### config.mk
export PLATFORM = sky130hd
export DESIGN_NAME = fifo_wr_arbiter
export DESIGN_NICKNAME = d
export VERILOG_FILES = /design/src/rtl/fifo_wr_arbiter.sv
export SDC_FILE = /design/constraint.sdc
export NUM_CORES = 1
export LEC_CHECK = 0
export ABC_AREA = 1
export BUFFER_PORTS_ARGS = -buffer_cell sky130_fd_sc_hd__buf_4
export CAP_MARGIN = 30
export CORE_AREA = 8 8 248 250
export DETAILED_ROUTE_END_ITERATION = 16
export DIE_AREA = 0 0 256 258
export PLACE_DENSITY_LB_ADDON = 0.05
export SLEW_MARGIN = 20
export SYNTH_ARGS = -nofsm -noshare
export SYNTH_HDL_FRONTEND = slang
export SYNTH_SLANG_ARGS = --single-unit
### constraint.sdc
create_clock -name clk -period 2.8 [get_ports clk]
set_clock_uncertainty 0.05 [all_clocks]
set_input_delay 0.14 -clock clk [delete_from_list [all_inputs] [get_ports clk]]
set_output_delay 0.14 -clock clk [all_outputs]
set_load 0.005 [all_outputs]
### src/rtl/fifo_wr_arbiter.sv
// fifo_wr_arbiter
//   Shares one write FIFO among NUM_REQ burst-oriented requesters.
//   Round-robin arbitration happens at burst granularity: the granted requester
//   owns the FIFO write port until its beat flagged last is accepted. One IDLE
//   cycle is spent on every arbitration; no beat is accepted in IDLE.
//
// Optional feature (macro FIFO_ARB_BURST_LIMIT_EN):
//   defined   - bursts are capped at MAX_BURST beats; a capped burst releases the
//               grant like a last beat and pulses burst_trunc with that beat.
//   undefined - bursts are unbounded, burst_trunc is tied low.
//
// Ports:
//   clk          system clock, rising edge
//   rst          asynchronous active-low reset
//   req_valid    per-requester beat valid
//   req_last     per-requester final beat of burst
//   req_data     per-requester beat data, requester i at [i*DATA_W +: DATA_W]
//   req_ready    per-requester accept (owner only, and only while FIFO not full)
//   fifo_full    FIFO full flag
//   fifo_wr_en   FIFO write enable
//   fifo_wr_data FIFO write data (combinational pass-through of owner data)
//   grant        registered one-hot owner, zero when idle
//   busy         high while a burst owns the FIFO
//   burst_trunc  one-cycle pulse when a grant is released by the beat limit
module fifo_wr_arbiter #(
  parameter int unsigned NUM_REQ   = 4,
  parameter int unsigned DATA_W    = 128,
  parameter int unsigned MAX_BURST = 16
) (
  input  logic                      clk,
  input  logic                      rst,
  input  logic [NUM_REQ-1:0]        req_valid,
  input  logic [NUM_REQ-1:0]        req_last,
  input  logic [NUM_REQ*DATA_W-1:0] req_data,
  output logic [NUM_REQ-1:0]        req_ready,
  input  logic                      fifo_full,
  output logic                      fifo_wr_en,
  output logic [DATA_W-1:0]         fifo_wr_data,
  output logic [NUM_REQ-1:0]        grant,
  output logic                      busy,
  output logic                      burst_trunc
);

  localparam int unsigned PTR_W = $clog2(NUM_REQ);

  if (NUM_REQ < 2 || NUM_REQ > 8 || MAX_BURST < 1) begin : g_param_check
    $error("fifo_wr_arbiter: NUM_REQ must be 2..8 and MAX_BURST >= 1");
  end

  typedef enum logic {IDLE, BURST} state_t;

  state_t             r_state;
  logic [NUM_REQ-1:0] r_grant;
  logic [PTR_W-1:0]   r_owner;
  logic [PTR_W-1:0]   r_ptr;
  logic               r_busy;

  logic               w_found;
  logic [PTR_W-1:0]   w_pick;
  logic [PTR_W-1:0]   w_next;
  logic               w_accept;
  logic               w_last;
  logic               w_release;
  logic [DATA_W-1:0]  w_data;

  // r_grant is zero outside BURST, so ready/write are inherently gated by state.
  assign req_ready    = fifo_full ? '0 : r_grant;
  assign fifo_wr_en   = (|(req_valid & r_grant)) & ~fifo_full;
  assign fifo_wr_data = w_data;
  assign grant        = r_grant;
  assign busy         = r_busy;

  assign w_accept = fifo_wr_en;
  assign w_last   = req_last[r_owner];
  assign w_next   = (r_owner == PTR_W'(NUM_REQ - 1)) ? '0 : r_owner + 1'b1;

  always_comb begin
    w_data = '0;
    for (int unsigned i = 0; i < NUM_REQ; i++) begin
      if (r_owner == PTR_W'(i)) w_data = req_data[i*DATA_W +: DATA_W];
    end
  end

  // First valid requester at or above the RR pointer, wrapping.
  always_comb begin : arb_pick
    int unsigned k;
    k       = 0;
    w_found = 1'b0;
    w_pick  = '0;
    for (int unsigned i = 0; i < NUM_REQ; i++) begin
      k = (32'(r_ptr) + i) % NUM_REQ;
      if (!w_found && req_valid[k]) begin
        w_found = 1'b1;
        w_pick  = PTR_W'(k);
      end
    end
  end

`ifdef FIFO_ARB_BURST_LIMIT_EN
  localparam int unsigned CNT_W = $clog2(MAX_BURST + 1);

  logic [CNT_W-1:0] r_cnt;
  logic             w_limit;

  // r_cnt holds beats already accepted, so the beat being accepted now is
  // number MAX_BURST when r_cnt equals MAX_BURST-1.
  assign w_limit     = (r_cnt == CNT_W'(MAX_BURST - 1));
  assign w_release   = w_accept & (w_last | w_limit);
  assign burst_trunc = w_accept & ~w_last & w_limit;

  always_ff @(posedge clk or negedge rst) begin
    if (!rst) begin
      r_cnt <= '0;
    end else if (w_release) begin
      r_cnt <= '0;
    end else if (w_accept) begin
      r_cnt <= r_cnt + 1'b1;
    end
  end
`else
  assign w_release   = w_accept & w_last;
  assign burst_trunc = 1'b0;
`endif

  always_ff @(posedge clk or negedge rst) begin
    if (!rst) begin
      r_state <= IDLE;
      r_grant <= '0;
      r_owner <= '0;
      r_ptr   <= '0;
      r_busy  <= 1'b0;
    end else begin
      case (r_state)
        IDLE: begin
          if (w_found) begin
            r_state <= BURST;
            r_grant <= NUM_REQ'(1) << w_pick;
            r_owner <= w_pick;
            r_busy  <= 1'b1;
          end
        end
        BURST: begin
          if (w_release) begin
            r_state <= IDLE;
            r_grant <= '0;
            r_busy  <= 1'b0;
            r_ptr   <= w_next;
          end
        end
        default: begin
          r_state <= IDLE;
          r_grant <= '0;
          r_busy  <= 1'b0;
        end
      endcase
    end
  end

endmodule

== Word-level counts from Yosys, hierarchy flattened ==
Cells that the tools add are included.

* Input bits: 523
* Register bits after elaboration: 10
* Word-level logic and storage cells: 69

* Equality and inequality tests: 5
* Add/subtract/negate cells: 4
* Reduce and logical (&&, ||, !) cells: 11
* $lt $le $gt $ge: 5
* Muxes and demuxes: 33
* Shifts and indexed selects: 1
* Bitwise operators: 5

{| class="wikitable"
|+ Operators with widths
! operator !! number
|-
| 128-bit two-way mux || 4
|-
| 2-bit by 3-bit < comparator with 1-bit output (second input constant) || 5
|-
| 1-bit two-way mux || 13
|-
| 4-bit two-way mux || 3
|-
| 1-bit binary-select mux with 2-bit select || 5
|-
| 2-bit two-way mux || 5
|-
| 4-bit one-hot mux with 2 select lines || 1
|-
| 2-bit AND reduction || 3
|-
| 2-bit by 1-bit adder with 2-bit output (second input constant) || 2
|-
| 2-bit adder (second input constant) || 2
|-
| 4-bit bitwise AND || 1
|-
| 2-bit equality test (second input constant) || 2
|-
| 1-bit one-hot mux with 2 select lines || 2
|-
| 4-bit OR reduction || 1
|-
| 1-bit by 2-bit << shifter with 4-bit output (first input constant) || 1
|-
| 1-bit logical AND || 3
|-
| 1-bit zero test || 3
|-
| 1-bit bitwise AND || 2
|-
| 2-bit by 1-bit equality test with 1-bit output (second input constant) || 1
|-
| 2-bit zero test || 1
|-
| 2-bit by 1-bit != test with 1-bit output (second input constant) || 1
|-
| 2-bit != test (second input constant) || 1
|-
| 1-bit inverter || 2
|}

== Logic depth before layout (Yosys ltp) ==
* Depth in word-level cells: 15
* Depth in mapped cells: 12

== Least setup slack after synthesis ==
OpenSTA, ideal clock, no wires.

* Path type: register to output
* Start point: register r_owner[0]
* End point: output port fifo_wr_data[0]
* Cell stages (with the launch flop): 11
* Arrival time: 1.562 ns
* Path slack: 1.048 ns
* Cells stage by stage: dfrtp_1 -> inv_1 -> ha_1 -> inv_1 -> nor2_1 -> buf_2 -> clkbuf_1 -> nand2_1 -> nand2_1 -> nand2_1 -> a21oi_1

* Longest elaborated chain between the ends: 5
* Elaborated cells on any way between the ends: 8
* Those cells by class: 3 x eq/ne; 4 x mux; 1 x reduce/logical

{| class="wikitable"
|+ RTL lines
! item !! RTL line !! source
|-
| from (decl) || 54 || <nowiki>logic [PTR_W-1:0] r_owner;</nowiki>
|-
| from (signal assigned) || 138 || <nowiki>r_owner <= w_pick;</nowiki>
|-
| 2-bit zero test || 80 || <nowiki>if (r_owner == PTR_W'(i)) w_data = req_data[i*DATA_W +: DATA_W];</nowiki>
|-
| 128-bit two-way mux (3 in a row) || 80 ||
|-
| 128-bit two-way mux (*) || 80 ||
|-
| to (decl) || 38 || <nowiki>output logic [DATA_W-1:0] fifo_wr_data,</nowiki>
|}

Every way passes the cells marked *; elsewhere a longest branch is shown, timed or not.

== Worst setup path in the final report ==
* Start point: register r_owner[0]
* End point: output port fifo_wr_data[37]

The elaborated chain is that of the path after synthesis.

==> reports/qor.txt <==
Run status -> finished clean
Layout net count -> 2234
Area grow syn2layout -> 125.1%
Crit path kind -> reg2out
Final Cycle Share -> 92.73%
Arr. time, crit path -> 2.41 ns
Post-layout min period -> 2.597 ns
CP peak stage delay -> 0.48 ns
Setup_tns -> 0 ns
First-pass GRT wire length -> 75050 um
Pin count of the biggest net entering global routing -> 75
Slowest cell on crit path -> dfrtp_1
I/O Buffers -> 660
Die X -> 256 um
Share of the synthesized area in the top cell type -> 43.03%
Vert. Die Dim -> 258 um
Comb power frac -> 94.6%
CTS buffer count -> 3
Worst vdd ir -> 0.6007 mV
Reg2Reg Setup Slack -> 0.93 ns
Detailed Route WL -> 53590 um
Cells after Synth -> 1105
Synth Flop Type -> dfrtp_1
Initial antenna violation count -> 11
Yosys cell types -> 26
Via-to-Cell Ratio -> 3.787
Critical Path Stages -> 11
Via count -> 9389
Clk Latency, worst-skew pair -> 0.24 ns
RSZ-0062 raised after global routing -> false
Clock root buffer -> clkbuf_16
Post-route ant nets -> 0
Clock Sinks -> 10
Core Util, Final -> 18.96%
GR Util All Layers -> 15.15%
Tot Pwr -> 10.84 mW
Share of cells above drive strength 1 -> 41.27%
Mapped Area -> 4832 um2
Pint -> 4.846 mW
Clock power frac -> 2.6%
R2r endpoint -> grant[2]$_DFFE_PN0P_
Initial drt markers -> 431
Final hold vios -> 0
Critical Path Source Type -> register
Num ports -> 662
Worst r2r path cells -> 10
Area leader, netlist -> nand2_1
Sequential group share of total power -> 2.8%
CP most frequent cell -> nand2_1
Wire length per cell -> 21.62 um
Slew Limit Fails -> 0
Maximum fanout along the worst path -> 45
H-Tree Level Count -> 1
LEAKAGE -> 5.780 nW
Vias in the first global route -> 9854
Rows -> 88
FF-to-FF Start -> r_ptr[0]$_DFFE_PN0P_
Drc violations -> 0
Crit-path cells -> inv_1 > ha_1 > inv_1 > nor2_4 > buf_12 > buf_12 > nand2_1 > nand2_1 > nand2_1 > a21oi_1 > buf_4
Clk buf depth -> 2
Pwr dens -> 996.4 nW/um2
Yosys warning total -> 0
Sw Ratio -> 55.30%
Switch Pwr -> 5.994 mW
Grt ovf -> 0
Post-CTS setup buffers -> 0
Core ar. -> 57370 um2
CTS tree -> yes
Endpoints failing setup -> 0
EDFF count, synth -> 0
Ys async rst share -> 100.0%
Worst hold margin -> 0.2616 ns
Most instantiated cells after synthesis -> nand2_1, a21oi_1, nor2_1
Data required time at the worst endpoint -> 2.61 ns
DIE AREA -> 66050 um2
Syn nets -> 1632
Max cap viols -> 0
WP buf/inv -> 5
Hold Crit Class -> in2async
Top-count cell post-synth -> nand2_1
First-pass detailed-route iteration total -> 4
Starting density of the core -> 8.423%
Worst path top cell family by delay -> buffers and inverters
DP Wirelength -> 44890 um
Routability Congestion -> 0.8435
Worst Setup End Kind -> output pin
Clk pin slew, worst setup/hold paths -> 0.04 ns
Achievable frequency -> 0.3851 GHz
Post-synthesis sequential area ratio -> 5.179%
Area contributors post-synth -> nand2_1, a21oi_1, nor2_1
Yosys reg bits -> 10
Mean Syn Cell Area -> 4.373 um2
## worst max path at each step
stage,startpoint,endpoint
6_report,r_owner[0]$_DFFE_PN0P_,fifo_wr_data[37]
5_1_grt,r_owner[0]$_DFFE_PN0P_,fifo_wr_data[38]
4_1_cts,r_owner[0]$_DFFE_PN0P_,fifo_wr_data[37]
3_5_place_dp,r_owner[0]$_DFFE_PN0P_,fifo_wr_data[37]
3_3_place_gp,r_owner[1]$_DFFE_PN0P_,fifo_wr_data[124]
2_1_floorplan,r_owner[0]$_DFFE_PN0P_,fifo_wr_data[0]
## state kept, by name, summed over array words and instances, names as in the netlist
name and flops:
busy 1, r_owner 2, grant 4, r_ptr 2, r_state 1
## cell type report
class	instances	area (um2)
inverters	20	82.58
diodes	8	20.02
clock buffers	4	88.84
repair buffers	683	5280
multi-input cells	989	4199
fillers	6869	46490
well taps	765	957.2
flip-flops and latches	10	250.2
## power by group through the flow
stage / sequential [mW] / clock, mW / combinational [mW]
CTS: 0.302 / 0.287 / 10.7
global route: 0.314 / 0.295 / 11.5
detailed placement: 0.305 / 0 / 10.7
global placement: 0.303 / 0 / 10.8
finish: 0.299 / 0.282 / 10.3
floorplan: 0.259 / 0 / 4.77
## what timing repair did
item,in CTS,in global routing
gates resized for setup,0,0
endpoints found under the hold margin,10,0
hold buffers,1,0
## cell families after synthesis
| family | Yosys count | synth area share (%) |
|---|---|---|
| buf+inv | 106 | 8.856 |
| simple gates | 718 | 56.99 |
| flops | 10 | 5.179 |
| fa+ha+maj | 4 | 1.036 |
| other cells | 1 | 0.07761 |
| compound gates | 266 | 27.86 |
## per-layer routing
metal,track usage (%),wire (um),part of all wire (%),vias to the layer above
met5,0,41,0.077,-
met4,2.654,434,0.81,6
met3,5.344,4580,8.5,20
met2,28.65,28470,53,382
met1,16.23,20070,37,4260
li1,-,-,-,4721
## metrics by stage
step                cell area [um2]  instances  setup WS (ns)
floorplan                      4832       1105          1.048
global placement              10760       2466         0.4551
detailed placement            10760       2466         0.4132
CTS                           10860       2471         0.1564
global route                  10880       2479        0.01612
finish                        10880       2479         0.2035
## cells in the final DEF, fill, tap and decap left out, types with 2 or more instances in the layout
cell	instances
ha_4	3
a21oi_1	255
dfrtp_1	10
nor2_1	139
clkbuf_16	3
diode_2	8
o21ai_0	2
nand3_1	15
buf_12	12
nand2_1	554
o21ai_1	2
o21a_1	2
inv_2	2
nor2_4	2
nand3_2	2
inv_1	15
o22ai_1	2
inv_4	3
buf_4	670
nand2_2	5
Power figures use the tool's default switching activity.
